**src/rtl/regfile_write_scheduler.sv**
```systemverilog
// Register-file write-port scheduler: zeroing sweep after reset, then a
// round-robin valid/ready grant among NumReq writeback sources.
module regfile_write_scheduler #(
  parameter int DataSz        = 32,
  parameter int NumReq        = 3,
  parameter int num_registers = 32
) (
  input  logic                            CLK,
  input  logic                            RESET,
  input  logic [NumReq-1:0]               req_valid,
  input  logic [5*NumReq-1:0]             req_select,
  input  logic [(DataSz+1)*NumReq-1:0]    req_data,
  output logic [NumReq-1:0]               req_ready,
  output logic                            out_write_enable,
  output logic [4:0]                      out_write_register_select,
  output logic [DataSz:0]                 out_write_data,
  output logic                            out_init_done
);

  localparam int RrW = $clog2(NumReq);

  localparam logic [0:0] ST_INIT = 1'b0;
  localparam logic [0:0] ST_RUN  = 1'b1;

  localparam logic [4:0]     LastIdx = 5'(num_registers - 1);
  localparam logic [RrW-1:0] LastReq = RrW'(NumReq - 1);

  logic [0:0]      r_state;
  logic [4:0]      r_idx;
  logic [RrW-1:0]  r_rr;
  logic            r_we;
  logic [4:0]      r_sel;
  logic [DataSz:0] r_data;
  logic            r_init_done;

  logic [NumReq-1:0] w_grant;
  logic              w_found;
  logic [RrW-1:0]    w_gidx;
  int                w_cand;
  logic [4:0]        w_sel;
  logic [DataSz:0]   w_data;
  logic [RrW-1:0]    w_rr_next;

  // First valid requester at or above rr, wrapping; nothing is granted in INIT.
  always_comb begin
    w_grant = '0;
    w_found = 1'b0;
    w_gidx  = '0;
    w_cand  = 0;
    for (int k = 0; k < NumReq; k++) begin
      w_cand = int'(r_rr) + k;
      if (w_cand >= NumReq) w_cand = w_cand - NumReq;
      if (r_state == ST_RUN && !w_found && req_valid[w_cand]) begin
        w_found         = 1'b1;
        w_gidx          = RrW'(w_cand);
        w_grant[w_cand] = 1'b1;
      end
    end
  end

  always_comb begin
    w_sel     = req_select[5*int'(w_gidx) +: 5];
    w_data    = req_data[(DataSz+1)*int'(w_gidx) +: (DataSz+1)];
    w_rr_next = (w_gidx == LastReq) ? '0 : w_gidx + RrW'(1);
  end

  always_ff @(posedge CLK or posedge RESET) begin
    if (RESET) begin
      r_state     <= ST_INIT;
      r_idx       <= '0;
      r_rr        <= '0;
      r_we        <= 1'b0;
      r_sel       <= '0;
      r_data      <= '0;
      r_init_done <= 1'b0;
    end else begin
      case (r_state)
        ST_INIT: begin
          r_we   <= 1'b1;
          r_sel  <= r_idx;
          r_data <= '0;
          r_idx  <= r_idx + 5'd1;
          if (r_idx == LastIdx) begin
            r_state     <= ST_RUN;
            r_init_done <= 1'b1;
          end
        end
        default: begin
          if (w_found) begin
            // x0 writes complete the handshake but never reach the file
            r_we   <= (w_sel != 5'd0);
            r_sel  <= w_sel;
            r_data <= w_data;
            r_rr   <= w_rr_next;
          end else begin
            r_we <= 1'b0;
          end
        end
      endcase
    end
  end

  assign req_ready                 = w_grant;
  assign out_write_enable          = r_we;
  assign out_write_register_select = r_sel;
  assign out_write_data            = r_data;
  assign out_init_done             = r_init_done;

endmodule

```
**config.mk**
```make
export PLATFORM = sky130hd
export DESIGN_NAME = regfile_write_scheduler
export DESIGN_NICKNAME = d
export VERILOG_FILES = /design/src/rtl/regfile_write_scheduler.sv
export SDC_FILE = /design/constraint.sdc
export NUM_CORES = 1
export LEC_CHECK = 0
export CAP_MARGIN = 20
export CORE_UTILIZATION = 39
export DETAILED_ROUTE_END_ITERATION = 10
export PLACE_DENSITY = 0.91
export REMOVE_ABC_BUFFERS = 1
export SKIP_LAST_GASP = 1
export SLEW_MARGIN = 20
export SYNTH_ARGS = -nofsm -noshare
export SYNTH_HDL_FRONTEND = slang
export SYNTH_SLANG_ARGS = --single-unit
```
**constraint.sdc**
```tcl
create_clock -name CLK -period 3.1 [get_ports CLK]
set_input_delay 0.465 -clock CLK [delete_from_list [all_inputs] [get_ports CLK]]
set_output_delay 0.465 -clock CLK [all_outputs]
set_load 0.005 [all_outputs]
```
==> flow_summary_export.csv, run 1 <==
group,metric,value,unit
synth,synth-xor-area-share,0.901,%
synth,async_reset_ff_share,100,%
finish,drive_above_1_share,8.37,%
timing,setup_viol,0,
synth,yosysTopAreaCell,"dfrtp_1",
route,first_pass_iters,4,
finish,final_nets,566,
setup_path,critPathKind,"flop to primary output",
floorplan,dieWidth,88.5,um
setup_path,r2r_slack,0.42,ns
timing,finalCritPeriodShare,94.7,%
global_routing,antenna_found_initial,0,
placed_design,place_hpwl,6.53,mm
clock_tree,cts-root-buf,"clkbuf_8",
setup_path,cp-start-kind,"flop",
setup_path,arrival,2.47,ns
synth,synthCells,279,
floorplan,start_util,40.2,%
placed_design,dp_slack,0.171,ns
setup_path,cp-end-kind,"primary output",
route,via_per_inst,5.37,
timing,clock_skew,0.00831,ns
clock_tree,cts_sinks,48,
route,post-route-drc-count,0,
finish,antenna_cells,0,
synth,synth_simple_gate_area_share,14.2,%
synth,synth_top_area_share,41.2,%
synth,synth_area,2920,um2
floorplan,die_y,88.5,um
pwr,p_leak,1.93,nW
clock_tree,cts_tree,"done",
outcome,status,"complete, no violations",
global_routing,grt_pass1_vias,2820,
clock_tree,clockBufferDepth,2,
global_routing,grt_max_degree,49,
global_routing,grt_pass1_wl,13.2,mm
finish,layout_common_cells,"clkdlybuf4s50_1 (160), dfrtp_1 (47), nor2_1 (37)",
clock_tree,clk_pin_slew,0.09,ns
floorplan,rows,31,
pwr,power_density,991,nW/um2
min_path,hold_path.class,"flop to flop",
synth,synth_edf_count,0,
route,routed_wl,8.57,mm
setup_path,critPathMaxFanout,8,
global_routing,grt_usage,22.0,%
clock_tree,hold_buffers,0,
floorplan,dieArea,7830,um2
synth,synth_top_family_by_area,"compound AO/OA/AOI/OAI gates",
synth,synth_cell_types,44,
route,postRouteAntennaNets,0,
timing,finalHoldViolations,0,
timing,layout_min_cycle_time,2.94,ns
pwr,irDropWorstVdd,0.450,mV
synth,yosysSeqAreaShare,41.2,%
synth,synth_fa_ha_area_share,2.57,%
placed_design,place_area,4620,um2
route,dr.first_iter.drc_count,109,
timing,setup_slack,0.164,ns
finish,areaGrowthSynthToFinish,63.1,%
synth,synth_area_leaders,"dfrtp_1 (41%), mux2i_1 (12%), a221o_1 (11%)",
pwr,p_total,4.72,mW
clock_tree,numCtsBuffers,5,
timing,slew_viol_final,0,
route,vias,2905,
timing,fmax,341,MHz
synth,synth_compound_area_share,21.3,%
synth,synth.mux.area_fraction,13.5,%
placed_design,gp_congestion,0.873,
floorplan,ios,162,
clock_tree,clk_latency,0.30,ns
timing,rsz0062_at_grt,"no",
floorplan,fp.coreArea,7250,um2
finish,final_common_cell,"clkdlybuf4s50_1",
flow_run,maxCapViolations,0,
timing,relSlewSlack,60.8,%
synth,yosysWarningCount,0,
finish,final_area,4760,um2
placed_design,port_buffers,161,
clock_tree,htreeDepth,2,
timing,worstMarginPinSlew,0.588,ns
synth,ys_seq_elements,48,
synth,synth-main-ff-cell,"dfrtp_1",
global_routing,overflow,0,
setup_path,crit_required,2.63,ns
route,routedWlPerCell,15.8,um
synth,synth_area_per_cell,10.5,um2
[worst max-delay path: stages (launching register included)]
cell and delay, ns:
dfrtp_2 0.45, inv_1 0.09, ha_2 0.32, nand3b_1 0.14, o21ai_1 0.11, buf_4 0.17, nor2_1 0.10, nand3_1 0.11
o22ai_1 0.16, clkdlybuf4s50_1 0.52
[power by group]
part           internal, mW  switching (mW)
clock                 0.243           0.218
combinational          1.66            1.49
sequential            0.936           0.174
[registers in the layout, summed over array words and instances (netlist names)]
register and flops:
out_init_done 1, out_write_data 33, r_state 1, out_write_enable 1
r_idx 5, out_write_register_select 5, r_rr 2
[stage by stage]
stage                     cells  TNS (ns)  hold WS (ns)  utilization, %
after floorplan             260     -1.21         0.451               -
after global placement      533         0         0.452            63.8
after detailed placement    533         0         0.459            63.8
after CTS                   541         0         0.480            65.3
after global routing        541         0         0.503            65.6
final                       541         0         0.479            65.6
[layer usage]
metal	vias up	wire [um]	GRT usage (%)
li1	1370	-	-
met1	1397	3330	26.0
met2	131	4530	39.9
met3	7	622	5.78
met4	0	89	5.28
met5	-	0	0
[synthesized netlist by cell type (3+ instances only)]
master      n
nor2_1     37
nand3_1     8
o2111ai_1   5
nand2b_1    8
buf_6      10
inv_1       8
ha_1        6
a221o_1    33
a21oi_1     4
mux2i_1    36
a22oi_1     4
nand2_1    19
o21ai_0     5
clkbuf_1    7
xnor2_1     3
dfrtp_1    48
nor2b_1     4
[what timing repair did]
item                       in CTS  in global routing
setup buffers                   0                  0
setup endpoints to repair       0                  2
resized for setup               0                  5
hold endpoints to repair        0                  0
[final cells by class]
cell class	count	area [um2]
repair buffers	174	1720
fillers	579	2490
inverters	9	33.8
clock buffers	5	68.8
well taps	99	124
multi-input cells	203	1560
flip-flops and latches	48	1200
clock inverters	3	46.3
[cell families (layout without fill, tap and decap cells)]
family,count (synthesis),after routing
flip-flops,48,48
AO/OA/AOI/OAI,69,69
multiplexers,39,39
buffers and inverters,28,191
adder cells (fa/ha/maj),6,6
AND/OR/NAND/NOR,86,86
XOR/XNOR,3,3
[worst paths after layout]
| path | from | endpoint | depth (start not counted) |
|---|---|---|---|
| min | out_init_done | out_init_done | 1 |
| max in group asynchronous | RESET | r_rr[0] | 3 |
| max | r_rr[0] | req_ready[1] | 9 |
| min reg2reg | out_init_done | out_init_done | 1 |
| min in group asynchronous | RESET | out_write_data[30] | 3 |
| max reg2reg | r_rr[0] | out_write_data[0] | 9 |
No activity file was read; power rests on OpenSTA's default activity.
==> run 2: changes to the inputs <==
--- a/config.mk
+++ b/config.mk
@@ -8,7 +8,7 @@
 export CAP_MARGIN = 20
 export CORE_UTILIZATION = 39
 export DETAILED_ROUTE_END_ITERATION = 10
-export PLACE_DENSITY = 0.91
+export PLACE_DENSITY = 0.9
 export REMOVE_ABC_BUFFERS = 1
 export SKIP_LAST_GASP = 1
 export SLEW_MARGIN = 20
==> run 2 against run 1 <==
Net effect: largest power group unchanged; utilization fell by 0.40 points; fmax up 0.40%; final area shrank 0.60%; count of clock-buffer cells in the layout is the same; via count is 0.31% lower; non-clock buffer count decreased by 4; worst hold slack worse by 0.019 ns; die area did not move.
==> flow_summary_export.csv, run 2 (synthesis results as in run 1) <==
group,metric,value,unit
timing,clock_skew,0.0146,ns
finish,largest_reg_flops,33,
setup_path,crit_required,2.63,ns
placed_design,port_buffers,161,
setup_path,arrival,2.46,ns
pwr,p_total,4.74,mW
timing,worstMarginPinSlew,0.827,ns
timing,fin_worst_hold_slack,0.461,ns
pwr,irDropWorstVdd,0.438,mV
setup_path,worst_path_max_delay_cell,"clkdlybuf4s50_1",
placed_design,place_area,4610,um2
finish,regArea,1200,um2
global_routing,grt_pass1_wl,13.5,mm
setup_path,critPathMaxFanout,6,
clock_tree,cts-root-buf,"clkbuf_8",
floorplan,fp.coreArea,7250,um2
floorplan,start_util,40.2,%
finish,drive_above_1_share,7.31,%
route,post-route-drc-count,0,
clock_tree,htreeDepth,2,
clock_tree,clk_pin_slew,0.09,ns
timing,rsz0062_at_grt,"no",
clock_tree,numCtsBuffers,5,
finish,antenna_cells,0,
finish,multiInputGateArea,1550,um2
finish,areaGrowthSynthToFinish,62.1,%
global_routing,grt_pass1_vias,2808,
floorplan,die_y,88.5,um
pwr,p_leak,1.90,nW
placed_design,place_hpwl,6.52,mm
timing,finalHoldViolations,0,
global_routing,overflow,0,
finish,layout_common_cells,"clkdlybuf4s50_1 (161), dfrtp_1 (48), nor2_1 (37)",
global_routing,grt_max_degree,49,
setup_path,cp-end-kind,"primary output",
global_routing,grt_usage,22.4,%
finish,final_common_cell,"clkdlybuf4s50_1",
global_routing,antenna_found_initial,0,
timing,layout_min_cycle_time,2.92,ns
floorplan,dieWidth,88.5,um
route,postRouteAntennaNets,0,
setup_path,cp-start-kind,"flop",
timing,tns,0,ns
clock_tree,clk_latency,0.30,ns
placed_design,gp_congestion,0.880,
timing,relSlewSlack,44.8,%
finish,fillers,592,
clock_tree,cts_tree,"done",
route,vias,2896,
route,first_pass_iters,4,
timing,slew_viol_final,0,
clock_tree,clockBufferDepth,2,
floorplan,ios,162,
route,dr.first_iter.drc_count,74,
timing,setup_viol,0,
finish,final_area,4730,um2
route,via_per_inst,5.39,
clock_tree,cts_sinks,48,
setup_path,cp_cell_sequence,"inv_1, ha_1, nand2b_1, a22oi_2, a21oi_1, o22ai_1, clkdlybuf4s50_1",
setup_path,slowest_delay,0.52,ns
pwr,power_density,1000,nW/um2
finish,final_nets,562,
timing,finalCritPeriodShare,94.3,%
min_path,hold_path.class,"flop to flop",
outcome,status,"complete, no violations",
route,routedWlPerCell,16.2,um
flow_run,maxCapViolations,0,
timing,fmax,342,MHz
floorplan,dieArea,7830,um2
route,routed_wl,8.71,mm
setup_path,critPathKind,"flop to primary output",
floorplan,rows,31,
==> run 2: changes by cell type in the layout (fill, tap and decap cells not counted), sizes merged <==
| cell | change |
|---|---|
| buf | -4 |
| inv | -2 |
| clkdlybuf4s50 | +1 |
| clkinv | +3 |
| dlymetal6s2s | -1 |
| clkinvlp | -1 |
==> run 2: timing repair <==
item	in CTS	in global routing
resized for setup	0	2
buffers inserted	0	0
setup endpoints to repair	0	3
hold buffers	0	0
==> run 2: where the power goes <==
part           internal, mW  leakage (nW)  switching, mW
sequential            0.934         0.575          0.166
clock                 0.243        0.0583          0.223
combinational          1.67          1.27           1.51
total                  2.84          1.90           1.90
==> run 2: area by class of cell <==
class	count	area share, %
clock buffers	5	1.46
clock inverters	3	1.01
inverters	9	0.741
multi-input cells	203	32.8
flip-flops and latches	48	25.4
well taps	99	2.62
repair buffers	170	36.0
==> run 2: metrics by stage <==
step | utilization [%] | worst slack [ns] | instances
5_1_grt | 65.2 | 0.0188 | 537
4_1_cts | 65.1 | 0.122 | 537
3_3_place_gp | 63.5 | 0.264 | 529
6_report | 65.2 | 0.175 | 537
2_1_floorplan | - | -0.123 | 260
3_5_place_dp | 63.5 | 0.186 | 529
==> run 2: worst paths after layout <==
check,start,end,cells after the start,slack [ns]
max,r_rr[1],req_ready[0],7,0.18
min,out_init_done,out_init_done,1,0.46
max reg2reg,r_rr[1],out_write_data[3],10,0.48
min reg2reg,out_init_done,out_init_done,1,0.46
max in group asynchronous,RESET,out_write_register_select[4],2,2.00
min in group asynchronous,RESET,out_write_register_select[3],2,0.62
==> run 2: routing by layer <==
layer | wire [um] | GRT usage (%) | vias to the layer above
li1 | - | - | 1360
met1 | 3520 | 27.9 | 1375
met2 | 4380 | 38.3 | 148
met3 | 658 | 4.94 | 13
met4 | 147 | 7.62 | 0
met5 | 0 | 0 | -
==> run 2: critical path: cells and delay by family, from the launching register on <==
kind | cells | cell delay, ns
compound gates | 3 | 0.71
buf+inv | 2 | 0.60
flops | 1 | 0.39
fa+ha+maj | 1 | 0.25
simple gates | 1 | 0.21
==> run 3: changes to the inputs <==
--- a/config.mk
+++ b/config.mk
@@ -8,6 +8,7 @@
 export CAP_MARGIN = 20
 export CORE_UTILIZATION = 39
 export DETAILED_ROUTE_END_ITERATION = 10
+export GPL_TIMING_DRIVEN = 0
 export PLACE_DENSITY = 0.9
 export REMOVE_ABC_BUFFERS = 1
 export SKIP_LAST_GASP = 1
==> run 3 against run 2 <==
Net effect: register-to-register slack worse by 0.29 ns; sequential cell count unchanged; utilization up 0.85 points; via count down 0.62%; sequential share of layout area down 0.30 points; cell count down 0.19%; die area unchanged; combinational power about the same; global-route usage down 1.1 points; wire length down 1.7%; setup slack better by 0.00093 ns; critical path depth down 1.
==> flow_summary_export.csv, run 3 (synthesis results as in run 1) <==
group,metric,value,unit
global_routing,grt_usage,21.3,%
global_routing,grt_pass1_vias,2822,
placed_design,gp_congestion,0.836,
finish,multiInputGateArea,1580,um2
timing,clock_skew,0.0144,ns
clock_tree,numCtsBuffers,5,
setup_path,crit_start,"req_valid[2]",
finish,layout_common_cells,"clkdlybuf4s50_1 (160), dfrtp_1 (47), nor2_1 (37)",
pwr,irDropWorstVdd,0.453,mV
route,postRouteAntennaNets,0,
clock_tree,clockBufferDepth,2,
clock_tree,clk_latency,0.30,ns
floorplan,fp.coreArea,7250,um2
flow_run,maxCapViolations,0,
floorplan,start_util,40.2,%
setup_path,arrival,2.46,ns
finish,final_nets,561,
floorplan,die_y,88.5,um
setup_path,r2r-start,"r_rr[0]",
timing,fmax,342,MHz
finish,fillers,566,
timing,setup_viol,0,
finish,antenna_cells,0,
setup_path,worst_path_max_delay_cell,"clkdlybuf4s50_1",
global_routing,antenna_found_initial,0,
route,routed_wl,8.56,mm
placed_design,place_hpwl,6.61,mm
setup_path,cp-start-kind,"input port",
setup_path,cpMostUsedCell,"clkdlybuf4s50_1",
floorplan,dieArea,7830,um2
timing,tns,0,ns
finish,areaGrowthSynthToFinish,64.2,%
pwr,power_density,1000,nW/um2
timing,worstMarginPinSlew,0.837,ns
global_routing,met2_usage,39.1,%
floorplan,dieWidth,88.5,um
global_routing,grtUsageMet1,25.0,%
route,post-route-drc-count,0,
route,first_pass_iters,4,
finish,final_common_cell,"clkdlybuf4s50_1",
clock_tree,htreeDepth,2,
global_routing,grt_max_degree,35,
timing,relSlewSlack,44.2,%
setup_path,reg2reg_depth,9,
min_path,hold_path.class,"flop to flop",
finish,regArea,1200,um2
clock_tree,hold_buffers,0,
clock_tree,cts-root-buf,"clkbuf_8",
timing,layout_min_cycle_time,2.92,ns
min_path,hold_end,"out_init_done",
route,dr.first_iter.drc_count,114,
finish,largest_reg_flops,33,
timing,slew_viol_final,0,
setup_path,cp-end-kind,"primary output",
setup_path,cp_cell_sequence,"clkdlybuf4s50_1, nand2b_1, a22oi_2, a21oi_1, o22ai_1, clkdlybuf4s50_1",
setup_path,slowest_delay,0.61,ns
placed_design,port_buffers,161,
outcome,status,"complete, no violations",
clock_tree,cts_tree,"done",
timing,fin_worst_hold_slack,0.472,ns
min_path,min-delay-start,"out_init_done",
clock_tree,cts_sinks,48,
setup_path,crit_required,2.63,ns
setup_path,r2r_slack,0.19,ns
global_routing,use_met3,5.32,%
floorplan,rows,31,
timing,rsz0062_at_grt,"no",
timing,finalHoldViolations,0,
setup_path,r2r_end,"out_write_enable",
floorplan,ios,162,
global_routing,overflow,0,
finish,drive_above_1_share,8.24,%
route,via_per_inst,5.37,
global_routing,grt_busiest_layer,"met2",
setup_path,critPathMaxFanout,7,
route,routedWlPerCell,16.0,um
min_path,min_path_cells,1,
setup_path,critPathKind,"input port to primary output",
pwr,p_leak,1.93,nW
global_routing,grt_pass1_wl,13.0,mm
clock_tree,clk_pin_slew,0.08,ns
route,vias,2878,
timing,finalCritPeriodShare,94.3,%
-- run 3: cell count changes in the layout (fill, tap and decap cells not counted), sizes merged --
cell | before | now
buf | 9 | 8
bufinv | 1 | 2
clkdlybuf4s50 | 161 | 160
clkinv | 4 | 0
clkinvlp | 0 | 1
dlymetal6s2s | 0 | 1
inv | 7 | 9
-- run 3: worst max-delay path by stage --
stage | endpoint | slack (ns) | cells past startpoint
2_1_floorplan | out_write_enable | -0.12 | 6
3_3_place_gp | out_write_enable | -1.11 | 7
3_5_place_dp | out_write_data[3] | -0.09 | 7
4_1_cts | out_write_register_select[3] | -0.1 | 6
5_1_grt | req_ready[1] | 0.02 | 7
6_report | req_ready[1] | 0.18 | 6
-- run 3: critical path: cells and delay by family --
kind	cells	cell delay, ns
AOI/OAI and AO/OA	3	0.69
buffers and inverters	2	1.14
and+or+nand+nor	1	0.17
-- run 3: area by class of cell --
cell class / count / area share, %
clock buffers: 5 / 1.44
well taps: 99 / 2.59
repair buffers: 169 / 35.8
clock inverters: 3 / 1.44
multi-input cells: 203 / 32.9
inverters: 9 / 0.783
flip-flops and latches: 48 / 25.1
-- run 3: through the flow --
| stage | total power [mW] | utilization (%) | setup WS (ns) | std cells | cell area (um2) |
|---|---|---|---|---|---|
| after floorplan | 2.85 | - | -0.123 | 260 | 2770 |
| after global placement | 3.98 | 62.1 | -1.11 | 520 | 4500 |
| after detailed placement | 4.19 | 63.3 | -0.0855 | 525 | 4590 |
| after CTS | 4.74 | 65.3 | -0.0951 | 533 | 4740 |
| after global routing | 5.14 | 66.1 | 0.0178 | 536 | 4790 |
| final | 4.81 | 66.1 | 0.176 | 536 | 4790 |
-- run 3: what timing repair did --
item                                    4_1_cts  5_1_grt
endpoints found under the hold margin         0        0
pin swaps                                     0        2
setup buffers                                 0        3
gates resized for setup                       1        9
endpoints found under the setup margin       22       38
-- run 3: report_power, final --
part           leakage, nW  switching, mW  internal, mW  total, mW
logic                 1.29           1.52          1.66       3.17
clock network       0.0687          0.211         0.325      0.536
registers            0.575          0.165         0.934       1.10
total                 1.93           1.89          2.92       4.81
-- run 3: metal layers --
| metal | vias up | part of all wire, % |
|---|---|---|
| li1 | 1362 | - |
| met1 | 1382 | 40 |
| met2 | 126 | 53 |
| met3 | 8 | 6.7 |
| met4 | 0 | 1.3 |
| met5 | - | 0 |
